**src/rtl/bow_pkg.sv**
```systemverilog
// Shared bow controller types and bow_state codes, also consumed by the bow colour block.
package bow_pkg;

  typedef enum logic [1:0] {
    ST_IDLE     = 2'd0,
    ST_DRAW     = 2'd1,
    ST_HOLD     = 2'd2,
    ST_COOLDOWN = 2'd3
  } bow_ctrl_state_t;

  localparam logic [3:0] BOW_REST        = 4'd0;
  localparam logic [3:0] BOW_FULL        = 4'd5;
  localparam logic [3:0] BOW_CROSS_LARGE = 4'd6;
  localparam logic [3:0] BOW_CROSS_SMALL = 4'd7;

  localparam logic [2:0] STAGE_NONE  = 3'd0;
  localparam logic [2:0] STAGE_FIRST = 3'd1;
  localparam logic [2:0] STAGE_FULL  = 3'd5;

  // Crosshair shown while the bow is at rest and idle.
  function automatic logic [3:0] idle_code(input logic aim);
    logic [3:0] code;
    if (aim) begin
      code = BOW_CROSS_LARGE;
    end else begin
      code = BOW_CROSS_SMALL;
    end
    return code;
  endfunction

endpackage

```
**src/rtl/bow_state_ctrl.sv**
```systemverilog
// Bow draw/hold/fire sequencer paced by the VGA frame tick; all outputs registered.
module bow_state_ctrl
  import bow_pkg::*;
#(
  parameter int FRAMES_PER_STAGE = 6,
  parameter int COOLDOWN_FRAMES  = 20,
  parameter int MIN_FIRE_STAGE   = 2
) (
  input  logic       Clk,
  input  logic       Reset,
  input  logic       frame_tick,
  input  logic       draw_btn,
  input  logic       aim_btn,
  output logic [3:0] bow_state,
  output logic       fire,
  output logic [2:0] fire_power,
  output logic       busy
);

  localparam int CNT_MAX = (FRAMES_PER_STAGE > COOLDOWN_FRAMES) ? FRAMES_PER_STAGE : COOLDOWN_FRAMES;
  localparam int CNT_W   = $clog2(CNT_MAX + 1);

  localparam logic [CNT_W-1:0] STAGE_LAST = CNT_W'(FRAMES_PER_STAGE - 1);
  localparam logic [CNT_W-1:0] COOL_LAST  = CNT_W'(COOLDOWN_FRAMES - 1);
  localparam logic [CNT_W-1:0] CNT_ZERO   = CNT_W'(0);
  localparam logic [CNT_W-1:0] CNT_ONE    = CNT_W'(1);
  localparam logic [2:0]       FIRE_MIN   = 3'(MIN_FIRE_STAGE);

  bow_ctrl_state_t  state_r, state_s;
  logic [2:0]       stage_r, stage_s;
  logic [CNT_W-1:0] tick_cnt_r, tick_cnt_s;
  logic             draw_q_r;
  logic             fire_s;
  logic [2:0]       fire_power_s;
  logic [3:0]       bow_state_s;
  logic             busy_s;
  logic             press_s;

  assign press_s = draw_btn & ~draw_q_r;

  // State, counters and registered outputs.
  always_ff @(posedge Clk) begin
    if (Reset) begin
      state_r    <= ST_IDLE;
      stage_r    <= STAGE_NONE;
      tick_cnt_r <= CNT_ZERO;
      draw_q_r   <= 1'b1;
      bow_state  <= BOW_CROSS_SMALL;
      fire       <= 1'b0;
      fire_power <= 3'd0;
      busy       <= 1'b0;
    end else begin
      state_r    <= state_s;
      stage_r    <= stage_s;
      tick_cnt_r <= tick_cnt_s;
      draw_q_r   <= draw_btn;
      bow_state  <= bow_state_s;
      fire       <= fire_s;
      fire_power <= fire_power_s;
      busy       <= busy_s;
    end
  end

  // Next-state logic; a release takes priority over a coincident frame tick.
  always_comb begin
    state_s      = state_r;
    stage_s      = stage_r;
    tick_cnt_s   = tick_cnt_r;
    fire_s       = 1'b0;
    fire_power_s = fire_power;
    case (state_r)
      ST_IDLE: begin
        if (press_s) begin
          state_s    = ST_DRAW;
          stage_s    = STAGE_FIRST;
          tick_cnt_s = CNT_ZERO;
        end else begin
          stage_s    = STAGE_NONE;
        end
      end
      ST_DRAW, ST_HOLD: begin
        if (!draw_btn) begin
          if (stage_r >= FIRE_MIN) begin
            state_s      = ST_COOLDOWN;
            fire_s       = 1'b1;
            fire_power_s = stage_r;
          end else begin
            state_s      = ST_IDLE;
          end
          stage_s    = STAGE_NONE;
          tick_cnt_s = CNT_ZERO;
        end else if ((state_r == ST_DRAW) && frame_tick) begin
          if (tick_cnt_r == STAGE_LAST) begin
            tick_cnt_s = CNT_ZERO;
            stage_s    = stage_r + 3'd1;
            if ((stage_r + 3'd1) == STAGE_FULL) begin
              state_s = ST_HOLD;
            end else begin
              state_s = ST_DRAW;
            end
          end else begin
            tick_cnt_s = tick_cnt_r + CNT_ONE;
          end
        end else begin
          tick_cnt_s = tick_cnt_r;
        end
      end
      ST_COOLDOWN: begin
        if (frame_tick) begin
          if (tick_cnt_r == COOL_LAST) begin
            state_s    = ST_IDLE;
            tick_cnt_s = CNT_ZERO;
          end else begin
            tick_cnt_s = tick_cnt_r + CNT_ONE;
          end
        end else begin
          tick_cnt_s = tick_cnt_r;
        end
      end
      default: begin
        state_s    = ST_IDLE;
        stage_s    = STAGE_NONE;
        tick_cnt_s = CNT_ZERO;
      end
    endcase
  end

  // Output decode from the upcoming state so the registered outputs line up with it.
  always_comb begin
    bow_state_s = BOW_REST;
    busy_s      = 1'b0;
    case (state_s)
      ST_IDLE: begin
        bow_state_s = idle_code(aim_btn);
        busy_s      = 1'b0;
      end
      ST_DRAW: begin
        bow_state_s = {1'b0, stage_s};
        busy_s      = 1'b1;
      end
      ST_HOLD: begin
        bow_state_s = BOW_FULL;
        busy_s      = 1'b1;
      end
      ST_COOLDOWN: begin
        bow_state_s = BOW_REST;
        busy_s      = 1'b1;
      end
      default: begin
        bow_state_s = BOW_CROSS_SMALL;
        busy_s      = 1'b0;
      end
    endcase
  end

endmodule

```
**config.mk**
```make
export PLATFORM = sky130hd
export DESIGN_NAME = bow_state_ctrl
export DESIGN_NICKNAME = d
export VERILOG_FILES = /design/src/rtl/bow_pkg.sv /design/src/rtl/bow_state_ctrl.sv
export SDC_FILE = /design/constraint.sdc
export NUM_CORES = 1
export LEC_CHECK = 0
export BUFFER_PORTS_ARGS = -buffer_cell sky130_fd_sc_hd__buf_4
export CORE_MARGIN = 1
export CORE_UTILIZATION = 55
export DETAILED_ROUTE_END_ITERATION = 10
export PLACE_DENSITY = 0.76
export SLEW_MARGIN = 20
export SYNTH_ARGS = -nofsm -noshare
export SYNTH_HDL_FRONTEND = slang
export SYNTH_SLANG_ARGS = --single-unit
export TNS_END_PERCENT = 50
```
**constraint.sdc**
```tcl
create_clock -name Clk -period 2.39 [get_ports Clk]
set_input_delay 0.717 -clock Clk [delete_from_list [all_inputs] [get_ports Clk]]
set_output_delay 0.717 -clock Clk [all_outputs]
set_load 0.03 [all_outputs]
```
; Word-level counts from Yosys, hierarchy flattened
; Index checks and enable logic that the tools add are counted.
[op_classes]
n_reduce_logical = 8
div_mod_pow = 0
n_mux = 25
magnitude_cmp = 1
n_eq_ne = 12
shifts = 0
bitwise_logic = 4
mul = 0
n_addsub = 2
[op_table]
columns = operator, count
row1 = two-way mux 5 bit, 6
row2 = two-way mux 2 bit, 8
row3 = one-hot mux 4 bit (4 select lines), 1
row4 = one-hot mux 5 bit (3 select lines), 1
row5 = two-way mux 3 bit, 3
row6 = == test 2 bit (second input constant), 4
row7 = one-hot mux 2 bit (3 select lines), 1
row8 = one-hot mux 3 bit (2 select lines), 1
row9 = AND reduction 3 bit, 2
row10 = OR reduction 3 bit, 2
row11 = adder 5 x 1 -> 5 bit (second input constant), 1
row12 = == test 5 x 3 -> 1 bit (second input constant), 1
row13 = == test 5 bit (second input constant), 1
row14 = == test 2 x 1 -> 1 bit (second input constant), 2
row15 = zero test 2 bit, 2
row16 = != test 2 bit (second input constant), 2
row17 = adder 3 x 1 -> 3 bit (second input constant), 1
row18 = == test 3 bit (second input constant), 1
row19 = >= comparator 3 x 2 -> 1 bit (second input constant), 1
row20 = two-way mux 1 bit, 3
row21 = != test 3 bit (second input constant), 1
row22 = NOT 1 bit, 3
row23 = one-hot mux 1 bit (2 select lines), 1
row24 = OR reduction 2 bit, 1
row25 = other kinds (2), 2
[word_totals]
mem_bits_ro = 0
wordCells = 60
ramBits = 0
register_bits = 20
n_memories = 0
latchBits = 0

; Logic depth before layout (Yosys ltp)
[logic_depth]
word_depth = 10
mapped_depth = 8
depth_no_buf = 8

; Least setup slack after synthesis
; OpenSTA, ideal clock, no wires.
[synth_timing]
kind = input to register
from = in draw_btn
to = reg bow_state[0]
required_time_ns = 2.268
arrival_ns = 2.101
cell_stages = 6
slack_ns = 0.167
setup_time_ns = 0.122
path_buffers = 1
path_cell_list = buf_4 -> o41ai_4 -> a21oi_2 -> o311a_1 -> or2_0 -> o32a_1
[synth_between]
elab_chain_len = 5
[synth_lines]
columns = element, line
row1 = "start, declared", bow_state_ctrl.sv:12  ; input logic draw_btn,
row2 = bitwise AND 1 bit, bow_state_ctrl.sv:39  ; assign press_s = draw_btn & ~draw_q_r;
row3 = two-way mux 2 bit, bow_state_ctrl.sv:73  ; if (press_s) begin
row4 = one-hot mux 2 bit (3 select lines), bow_state_ctrl.sv:71  ; case (state_r)
row5 = "== test 2 bit, or another cell as far along", bow_state_ctrl.sv:132  ; case (state_s)
row6 = one-hot mux 4 bit (4 select lines) (*), bow_state_ctrl.sv:132
row7 = "end signal, assigned", bow_state_ctrl.sv:57  ; bow_state <= bow_state_s;
row8 = "end, declared", bow_state_ctrl.sv:14  ; output logic [3:0] bow_state,
; Mark *: on every way between the ends. The rest lies on a longest branch, timed or not. The select of a mux whose other input is x is not followed.
; A chain may end at the register's enable or synchronous reset.

; Final worst setup path
[layout_timing]
from = reg tick_cnt_r[0]
to = reg bow_state[0]
[layout_between]
elab_chain_len = 7
[layout_lines]
columns = element, line
row1 = "start, declared", bow_state_ctrl.sv:31  ; logic [CNT_W-1:0] tick_cnt_r, tick_cnt_s;
row2 = "start signal, assigned", bow_state_ctrl.sv:55  ; tick_cnt_r <= tick_cnt_s;
row3 = == test 5 x 3 -> 1 bit, bow_state_ctrl.sv:93  ; if (tick_cnt_r == STAGE_LAST) begin
row4 = two-way mux 2 bit, bow_state_ctrl.sv:93
row5 = two-way mux 2 bit, bow_state_ctrl.sv:92  ; end else if ((state_r == ST_DRAW) && frame_tick) begin
row6 = two-way mux 2 bit, bow_state_ctrl.sv:82  ; if (!draw_btn) begin
row7 = one-hot mux 2 bit (3 select lines), bow_state_ctrl.sv:71
row8 = "== test 2 bit, or another cell as far along", bow_state_ctrl.sv:132
row9 = one-hot mux 4 bit (4 select lines) (*), bow_state_ctrl.sv:132
; Marked as above.

==> run_summary.xml <==
<?xml version="1.0" encoding="UTF-8"?>
<metrics>
  <group name="detailed_routing">
    <metric name="wl" unit="µm">2106</metric>
    <metric name="final_routed_wire_length_divided_by_cell_count" unit="µm">13.00</metric>
    <metric name="antenna_viol_nets_final" unit="">0</metric>
    <metric name="routed-via-count" unit="">911</metric>
    <metric name="drt-pass1-iter-count" unit="">4</metric>
    <metric name="remaining_drc_errors" unit="">0</metric>
    <metric name="detailed_route_iter0_violations" unit="">14</metric>
    <metric name="drt-vias-per-instance" unit="">5.623</metric>
  </group>
  <group name="worst_hold_path">
    <metric name="min_from" unit="">fire_power[1]</metric>
    <metric name="worstHoldEndpoint" unit="">fire_power[1]</metric>
    <metric name="whs_path_depth" unit="">2</metric>
    <metric name="hold_class" unit="">reg -&gt; reg</metric>
  </group>
  <group name="placed_design">
    <metric name="buffer_ports.inserted" unit="">12</metric>
    <metric name="hpwl" unit="µm">1559</metric>
    <metric name="standard_cell_area_after_detailed_placement" unit="µm²">1192</metric>
    <metric name="routabilityCongestion" unit="">0.8468</metric>
  </group>
  <group name="clocking">
    <metric name="tritoncts.num_buffers" unit="">3</metric>
    <metric name="cts_root_buf" unit="">clkbuf_4</metric>
    <metric name="cts_resized" unit="">0</metric>
    <metric name="tritoncts" unit="">done</metric>
    <metric name="clk_transition_reported_paths" unit="ns">0.10</metric>
    <metric name="cts.sinks" unit="">19</metric>
    <metric name="post-cts-setup-buffer-count" unit="">0</metric>
    <metric name="cts_buffer_depth" unit="">2</metric>
    <metric name="clock_insertion_delay_worst_skew" unit="ns">0.30</metric>
    <metric name="cts.hold.buffers_added" unit="">0</metric>
    <metric name="max_h_tree_level" unit="">1</metric>
  </group>
  <group name="floorplanning">
    <metric name="ios" unit="">14</metric>
    <metric name="dieHeight" unit="µm">46.36</metric>
    <metric name="floorplan.initialDensity" unit="%">60.70</metric>
    <metric name="die_w" unit="µm">46.36</metric>
    <metric name="num_rows" unit="">15</metric>
    <metric name="design.core.area" unit="µm²">1783</metric>
    <metric name="dieArea" unit="µm²">2149</metric>
  </group>
  <group name="global_route">
    <metric name="globalRouteTotalUtil" unit="%">23.45</metric>
    <metric name="grt_first_pass_wirelength" unit="µm">3560</metric>
    <metric name="first_global_vias" unit="">842</metric>
    <metric name="gr_util_met3" unit="%">7.451</metric>
    <metric name="grt_util_met2" unit="%">38.33</metric>
    <metric name="final_global_route_overflow_total" unit="">0</metric>
    <metric name="grt.busiest_layer" unit="">met2</metric>
    <metric name="pin_count_of_the_biggest_net_entering_global_routing" unit="">16</metric>
    <metric name="grtUsageMet1" unit="%">29.22</metric>
    <metric name="antenna_found_initial" unit="">0</metric>
  </group>
  <group name="worst_setup_path">
    <metric name="critical_path.max_stage_delay" unit="ns">0.41</metric>
    <metric name="r2r_cells" unit="">6</metric>
    <metric name="reg2reg_from" unit="">tick_cnt_r[0]</metric>
    <metric name="timing.critical_path.from_type" unit="">flip-flop</metric>
    <metric name="critical_path.reg2reg.endpoint" unit="">bow_state[0]</metric>
    <metric name="count_of_buffering_cells_on_the_critical_path_with_inverters_included" unit="">0</metric>
    <metric name="worst_ep_arrival_time" unit="ns">2.35</metric>
    <metric name="r2r_slack" unit="ns">0.23</metric>
    <metric name="cell_chain_critical_path" unit="">ha_1, nor4bb_1, a21oi_1, o311a_1, or2_0, o32a_1</metric>
    <metric name="path_class" unit="">reg -&gt; reg</metric>
    <metric name="critical_path.top_delay_family" unit="">compound AO/OA/AOI/OAI gates</metric>
    <metric name="required" unit="ns">2.59</metric>
    <metric name="endpoint_kind" unit="">flip-flop</metric>
    <metric name="critical_path.slowest_cell" unit="">dfxtp_1</metric>
    <metric name="timing.critical_path.fanout_max" unit="">5</metric>
  </group>
  <group name="final_layout">
    <metric name="layout_common_cells" unit="">19 x dfxtp_1, 14 x buf_4, 12 x o21ai_0</metric>
    <metric name="commonest_non_fill_non_tap_cell_in_the_layout" unit="">dfxtp_1</metric>
    <metric name="diodes" unit="">0</metric>
    <metric name="finish.net_count" unit="">152</metric>
    <metric name="finalInstanceArea" unit="µm²">1219</metric>
    <metric name="drive_gt1_share" unit="%">18.98</metric>
    <metric name="area_taken_by_multi_input_logic_gates" unit="µm²">645.6</metric>
    <metric name="area_growth_syn_to_layout" unit="%">12.60</metric>
    <metric name="filler_cell_count" unit="">164</metric>
    <metric name="ff_latch_area" unit="µm²">380.4</metric>
    <metric name="final_util" unit="%">68.35</metric>
  </group>
  <group name="timing">
    <metric name="finalSetupTns" unit="ns">0</metric>
    <metric name="worst-slew-pin-transition" unit="ns">0.5182</metric>
    <metric name="final_max_slew_violation_count" unit="">0</metric>
    <metric name="tmin_final" unit="ns">2.156</metric>
    <metric name="final.period_utilization" unit="%">90.22</metric>
    <metric name="max_slew_margin" unit="%">65.16</metric>
    <metric name="peak_clock_frequency_supported_by_timing" unit="GHz">0.4638</metric>
    <metric name="rsz0062_at_grt" unit="">false</metric>
    <metric name="timing.final.setup_violations" unit="">0</metric>
    <metric name="finalHoldViolCount" unit="">0</metric>
    <metric name="finalClockSkew" unit="ns">0.004907</metric>
  </group>
  <group name="yosys">
    <metric name="synth-seq-area-share" unit="%">35.14</metric>
    <metric name="number_of_enable_flip_flop_cells_after_synthesis" unit="">0</metric>
    <metric name="ys.warnings.count" unit="">0</metric>
    <metric name="postSynthRegisterBits" unit="">19</metric>
    <metric name="avgSynthCellArea" unit="µm²">8.799</metric>
    <metric name="synth_area" unit="µm²">1082</metric>
    <metric name="asyncSetResetFlopFracSynth" unit="%">0</metric>
    <metric name="synth-main-ff-cell" unit="">dfxtp_1</metric>
    <metric name="synthesis.instances" unit="">123</metric>
    <metric name="syn_nets" unit="">137</metric>
    <metric name="synth_cell_type_count" unit="">41</metric>
  </group>
  <group name="run_status">
    <metric name="run_status" unit="">completed</metric>
  </group>
  <group name="power">
    <metric name="max-vdd-ir-drop" unit="V">0.0003341</metric>
    <metric name="leakage" unit="nW">0.4965</metric>
    <metric name="power_density" unit="nW/µm²">459.6</metric>
  </group>
  <group name="job">
    <metric name="timing.max_cap.violations" unit="">0</metric>
  </group>
</metrics>
[metal layers]
metal	wire, µm	vias up	share of wire [%]
li1	-	467	-
met1	989	416	47
met2	1000	24	47
met3	94	4	4.5
met4	21	0	1.0
met5	0	-	0
[layout make-up]
type,count,share of cell area [%]
timing repair buffer,14,8.624
clock buffer,4,2.156
sequential,19,31.21
tap,25,2.567
inverter,8,2.464
multi-input combinational,92,52.98
[worst max-delay path by stage]
stage,start,slack [ns],cells past startpoint,to
finish,tick_cnt_r[0],0.23,6,bow_state[0]
global route,tick_cnt_r[0],0.07,6,bow_state[0]
CTS,tick_cnt_r[0],0.22,6,bow_state[0]
detailed placement,draw_btn,0.08,6,bow_state[0]
global placement,draw_btn,0.12,6,bow_state[0]
floorplan,draw_btn,0.17,6,bow_state[0]
[worst register-to-register path, delay by kind of cell (launching register included)]
| family | cells | cell delay [ns] |
|---|---|---|
| AND/OR/NAND/NOR | 2 | 0.61 |
| flip-flops | 1 | 0.41 |
| AO/OA/AOI/OAI | 3 | 0.81 |
| adder cells (fa/ha/maj) | 1 | 0.22 |
[synthesized netlist by cell type (2+ instances only)]
master | instances | share of area, %
buf_4 | 3 | 2.1
nor4_1 | 2 | 1.2
a211oi_1 | 2 | 1.4
a21oi_1 | 9 | 4.2
nand2_1 | 7 | 2.4
nand3_1 | 2 | 0.92
o21ai_0 | 12 | 5.5
inv_1 | 8 | 2.8
xor2_1 | 4 | 3.2
nor2b_1 | 2 | 1.2
nand4_1 | 3 | 1.7
dfxtp_1 | 19 | 35
a2bb2oi_1 | 2 | 1.6
and2_1 | 3 | 1.7
ha_1 | 9 | 10
nor2_1 | 10 | 3.5
o31ai_1 | 2 | 1.4
[state kept, by name, summed over array words and instances (netlist names)]
| register | count |
|---|---|
| fire_power | 3 |
| stage_r | 3 |
| state_r | 2 |
| draw_q_r | 1 |
| tick_cnt_r | 5 |
| busy | 1 |
| bow_state | 3 |
| fire | 1 |
[report_power, final]
part           switching [W]  internal, W
Combinational      0.0000433    0.0000281
Clock              0.0000959    0.0000650
Sequential        0.00000387     0.000324
Total               0.000143     0.000417
[logic make-up after synthesis]
logic type / Yosys count / synth area share (%)
compound gates: 40 / 26.13
xor+xnor: 4 / 3.237
fa+ha+maj: 9 / 10.40
buf+inv: 12 / 5.202
flops: 19 / 35.14
other cells: 1 / 0.3465
simple gates: 38 / 19.54
[per-stage QoR]
step	hold WS, ns	instances	power (W)	setup WS (ns)
after floorplan	0.4588	123	0.0003839	0.1672
after global routing	0.5114	162	0.0005847	0.06797
after global placement	0.4661	158	0.0004047	0.1215
after CTS	0.4888	162	0.0005670	0.2238
after detailed placement	0.4728	158	0.0004053	0.08472
final	0.4869	162	0.0005601	0.2338
(Power assumes the default switching activity.)
